### src/rtl/piso.sv
// Parallel-in serial-out: takes a depth_p-element word, emits width_p-bit elements, element 0 first.
// Latency: first element valid the cycle after accept; one element per cycle, depth_p cycles per word.
// Backpressure: ready_i low holds data_o/valid_o/count; ready_o asserts during the last consumed beat.
module piso #(
  parameter int width_p = 1,
  parameter int depth_p = 8
) (
  input  logic                       clk_i,
  input  logic                       reset_i,
  input  logic                       valid_i,
  output logic                       ready_o,
  input  logic [width_p*depth_p-1:0] data_i,
  output logic                       valid_o,
  input  logic                       ready_i,
  output logic [width_p-1:0]         data_o
);

  localparam int cnt_w = (depth_p > 1) ? $clog2(depth_p) : 1;
  localparam logic [cnt_w-1:0] last_c = cnt_w'(depth_p - 1);

  typedef enum logic {EMPTY, SEND} state_t;

  state_t                     state_r, state_n;
  logic [cnt_w-1:0]           count_r;
  logic [width_p*depth_p-1:0] shreg_r;
  logic                       accept, consume, last_beat;

  assign accept    = valid_i & ready_o;
  assign consume   = valid_o & ready_i;
  assign last_beat = (count_r == last_c);

  always_ff @(posedge clk_i or negedge reset_i) begin
    if (!reset_i) state_r <= EMPTY;
    else          state_r <= state_n;
  end

  always_comb begin
    state_n = state_r;
    case (state_r)
      EMPTY: if (accept) state_n = SEND;
      SEND:  if (consume && last_beat && !accept) state_n = EMPTY;
      default: state_n = EMPTY;
    endcase
  end

  // ready_i -> ready_o is the only combinational path; it lets a new word
  // load in the same cycle the last beat leaves, with no bubble.
  always_comb begin
    valid_o = (state_r == SEND);
    ready_o = reset_i & ((state_r == EMPTY) |
                         ((state_r == SEND) & last_beat & ready_i));
  end

  always_ff @(posedge clk_i or negedge reset_i) begin
    if (!reset_i) begin
      count_r <= '0;
      shreg_r <= '0;
    end else if (accept) begin
      count_r <= '0;
      shreg_r <= data_i;
    end else if (consume && !last_beat) begin
      count_r <= count_r + 1'b1;
      shreg_r <= shreg_r >> width_p;
    end
  end

  assign data_o = shreg_r[width_p-1:0];

endmodule

### config.mk
export PLATFORM = sky130hd
export DESIGN_NAME = piso
export DESIGN_NICKNAME = d
export VERILOG_FILES = /design/src/rtl/piso.sv
export SDC_FILE = /design/constraint.sdc
export NUM_CORES = 1
export LEC_CHECK = 0
export ABC_AREA = 1
export CORE_MARGIN = 3
export CORE_UTILIZATION = 44
export DETAILED_ROUTE_END_ITERATION = 10
export GPL_ROUTABILITY_DRIVEN = 0
export PLACE_DENSITY = 0.72
export SLEW_MARGIN = 10
export SYNTH_ARGS = -nofsm -noshare
export SYNTH_HDL_FRONTEND = slang
export SYNTH_SLANG_ARGS = --single-unit
### constraint.sdc
create_clock -name clk_i -period 1.4 [get_ports clk_i]
set_input_delay 0.28 -clock clk_i [delete_from_list [all_inputs] [get_ports clk_i]]
set_output_delay 0.28 -clock clk_i [all_outputs]
set_load 0.01 [all_outputs]
### Word-level counts from Yosys, hierarchy flattened

Index checks and enable logic that the tools add are counted.

| cells by class | value |
|---|---|
| $add $sub $neg | 1 |
| equal/unequal tests | 1 |
| mux-type cells | 7 |
| bitwise operators | 7 |
| reductions and logical operators | 6 |

Operators by type and width:

| kind | number |
|---|---|
| 2-to-1 mux 8 bit | 2 |
| 2-to-1 mux 3 bit | 2 |
| bitwise AND 1 bit | 5 |
| adder 3 x 1 -> 3 bit, second input constant | 1 |
| equality test 3 bit, second input constant | 1 |
| logical AND 1 bit | 3 |
| zero test 1 bit | 2 |
| 2-to-1 mux 1 bit | 2 |
| one-hot mux 1 bit (2 select lines) | 1 |
| nonzero test 2 bit | 1 |
| NOT 1 bit | 1 |
| bitwise OR 1 bit | 1 |

| word-level totals | value |
|---|---|
| register bits | 12 |
| input bits | 12 |
| output and inout bits | 3 |

### Longest topological paths before layout

| logic depth | value |
|---|---|
| word-level depth | 10 |
| depth in mapped cells | 9 |
| mapped depth without buffers | 8 |

### Least setup slack after synthesis

OpenSTA, ideal clock, no wires.

| path | value |
|---|---|
| kind | reg-to-reg |
| start point | reg count_r[0] |
| end point | reg count_r[0] |
| arrival | 1.355 ns |
| path slack | -0.020 ns |
| cell stages (with the launch flop) | 8 |
| path buffers | 1 |
| clock period less this slack | 1.420 ns |
| path through | dfrtp_1 ha_1 ha_1 inv_2 nand3_4 buf_4 nand3b_1 nand2_1 |

| on the way | value |
|---|---|
| longest elaborated chain between the ends | 7 |

RTL lines:

| element | RTL line | RTL |
|---|---|---|
| from (decl) | 24 | `logic [cnt_w-1:0] count_r;` |
| from (signal assigned) | 62 | `count_r <= count_r + 1'b1;` |
| equality test 3 bit | 30 | `assign last_beat = (count_r == last_c);` |
| bitwise AND 1 bit (2 in a row) | 51 | `((state_r == SEND) & last_beat & ready_i));` |
| bitwise OR 1 bit | 50 | `ready_o = reset_i & ((state_r == EMPTY) \|` |
| bitwise AND 1 bit | 50 |  |
| bitwise AND 1 bit | 28 | `assign accept = valid_i & ready_o;` |
| 2-to-1 mux 3 bit or nonzero test 2 bit (tied branches) | - |  |

Several ways; a longest one is shown, not always the timed one. The select of a mux whose other input is x is not followed.
A chain may end at the register's enable or synchronous reset.

### Final worst setup path

| path | value |
|---|---|
| start point | reg count_r[1] |
| end point | out ready_o |

| on the way | value |
|---|---|
| longest elaborated chain between the ends | 5 |

RTL lines:

| element | RTL line | RTL |
|---|---|---|
| equality test 3 bit | 30 |  |
| bitwise AND 1 bit (2 in a row) | 51 |  |
| bitwise OR 1 bit | 50 |  |
| bitwise AND 1 bit | 50 |  |
| to (decl) | 11 | `output logic ready_o,` |

No other way between the ends.

==> results.yml <==
clocking:
  clock-sinks: 12
  cts_root_buf: "clkbuf_4"
  clock_latency_ps: 270
  path_clk_slew_ps: 70
  cts_tree: "done"
  cts_buffers: 3
  cts_max_path_buffers: 2
  htree_levels: 1
synth:
  yosysUniqueCellTypes: 16
  synth_top_area_share_pct: 39.2
  synth_nets: 108
  yosys.area.top_type: "dfrtp_1"
  synthTopCellsByArea: "dfrtp_1 (39%), nand2_1 (14%), nand4_1 (11%), nand3_1 (6.5%), inv_1 (5.9%)"
  seq_area_frac_synth_pct: 39.2
  ys_ff_latch: 12
  synth_area_um2: 767
  synthCells: 94
  ys_warn_count: 0
  synth.avg_cell_area_um2: 8.16
status:
  failed_checks: "negative setup slack"
  status: "complete, but fails checks"
sta:
  rsz0062_at_grt: "yes"
  fin_ws_ps: -194
  post-route-period-util_pct: 114
  max_slew_margin_pct: 65.8
  holdWs_ps: 396
  finalHoldViolCount: 0
  worstMarginPinSlew_ps: 512
  fmax_mhz: 627
  maxSlewViolCount: 0
  period_minus_slack_ps: 1590
  skew_ps: 4.40
  setup_viol: 12
floorplan:
  core_area_um2: 1580
  die_area_um2: 2280
  start_util_pct: 48.7
  num_io_pins: 15
  die_w_um: 47.8
  row_count: 14
  die_y_um: 47.8
finish:
  area_growth_pct: 47.3
  regArea_um2: 300
  nets: 139
  layoutNonFillerInstCount: 139
  design_area_um2: 1130
  layout_common_cells: "nand2_1 (27), nand4_1 (14), inv_1 (12), dfrtp_1 (12)"
  final_common_cell: "nand2_1"
  antenna_cells: 0
  final_util_pct: 71.7
  multi_input_area_um2: 470
  nFillCells: 110
  drive_gt1_share_pct: 28.5
placed_design:
  post-place-ws_ps: -478
  dp.cells: 126
  dp_hpwl_um: 1160
  placed_cell_area_um2: 938
  port_buffers: 14
worst_setup_path:
  crit_slowest_cell: "dfrtp_1"
  endpoint_kind: "output pin"
  cp.arrival_ps: 1310
  path_class: "register to output pin"
  worst_setup_path_start_kind: "register"
  crit_required_ps: 1120
  crit_chain: "ha_2, ha_4, nand2_4, a21boi_2, buf_2"
  max_stage_delay_ps: 370
  path_max_fanout: 2
power_and_ir_drop:
  peakVddDrop_mv: 0.850
  power.leakage_nw: 0.576
  power_density_nw_per_um2: 1460
global_routing:
  antenna_found_initial: 0
  grt_pass1_vias: 690
  grt-ovfl-total: 0
  grt_pass1_wl_um: 3170
  grtUsageTotal_pct: 20.4
  grt_max_degree: 24
routing:
  drc: 0
  wl_um: 2100
  final_antenna_net_count: 0
  wl_per_cell_um: 15.1
  first_pass_iters: 4
  vias: 775
  vias_per_cell: 5.58
  initialDrtViolationCount: 27
flow_run:
  maxCapViolations: 0
hold_path:
  hold_class: "input pin to async pin"
==> final cells by class <==
| class | count | share of cell area, % |
|---|---|---|
| clock buffer | 3 | 1.99 |
| timing repair buffer | 28 | 23.0 |
| multi-input combinational | 67 | 41.6 |
| sequential | 12 | 26.6 |
| tap | 16 | 1.77 |
| inverter | 13 | 4.98 |
==> through the flow <==
step / setup TNS, ps / power, W
after CTS: -330 / 0.00157
after global routing: -2030 / 0.00176
final: -1080 / 0.00165
after floorplan: 0 / 0.00101
after detailed placement: -2850 / 0.00121
after global placement: -2520 / 0.00118
==> power by group <==
part / switching (W) / internal, W
Sequential: 0.0000906 / 0.000484
Clock: 0.000118 / 0.0000996
Combinational: 0.000454 / 0.000403
Total: 0.000663 / 0.000986
==> synth_stat cells <==
cell type   n
buf_2       2
inv_1      12
nand4_1    14
nand3_1    10
ha_1        2
nand2_8     1
dfrtp_1    12
nand3b_1    1
buf_4       2
inv_2       1
nand3_4     2
nand2_4     1
a21boi_1    1
nand2_1    28
buf_6       3
o21ai_0     2
==> logic make-up after synthesis <==
logic type	Yosys count	share of synthesized area (%)
adders and majority gates	2	3.26
DFF	12	39.2
buffers and inverters	20	14.0
AOI/OAI and AO/OA	3	2.28
and+or+nand+nor	57	41.3
==> worst max-delay path, delay by kind of cell, from the launching register on <==
| kind | cells | cell delay [ps] |
|---|---|---|
| compound gates | 1 | 130 |
| fa+ha+maj | 2 | 350 |
| buf+inv | 1 | 140 |
| flops | 1 | 370 |
| simple gates | 1 | 50 |
==> timing repair <==
| item | in CTS | in global routing |
|---|---|---|
| hold buffers | 0 | 0 |
| cloned | 5 | 0 |
| endpoints found under the hold margin | 0 | 0 |
| resized for setup | 20 | 8 |
| setup buffers | 3 | 3 |
| pin swaps | 5 | 10 |
| setup endpoints to repair | 15 | 14 |
==> sequential cells by signal (all words and copies together), names as in the netlist <==
name / flops
shreg_r: 8
valid_o: 1
count_r: 3
==> metal layers <==
layer / global-route usage, % / vias up / part of all wire [%]
met1: 27.1 / 362 / 45
li1: - / 379 / -
met4: 9.68 / 0 / 0.48
met2: 33.0 / 32 / 50
met5: 0 / - / 0
met3: 2.26 / 2 / 4.7
==> worst paths after layout <==
kind	startpoint	end	slack, ps	depth (start not counted)
hold / removal	reset_i	count_r[2]$_DFFE_PN0P_	400	2
min in group clk_i	shreg_r[0]$_DFFE_PN0P_	shreg_r[0]$_DFFE_PN0P_	510	2
max in group asynchronous	reset_i	shreg_r[7]$_DFFE_PN0P_	760	2
setup reg to reg	count_r[0]$_DFFE_PN0P_	shreg_r[1]$_DFFE_PN0P_	-110	10
setup / recovery	count_r[1]$_DFFE_PN0P_	ready_o	-190	5
hold reg to reg	shreg_r[0]$_DFFE_PN0P_	shreg_r[0]$_DFFE_PN0P_	510	2
Power figures use the tool's default switching activity.
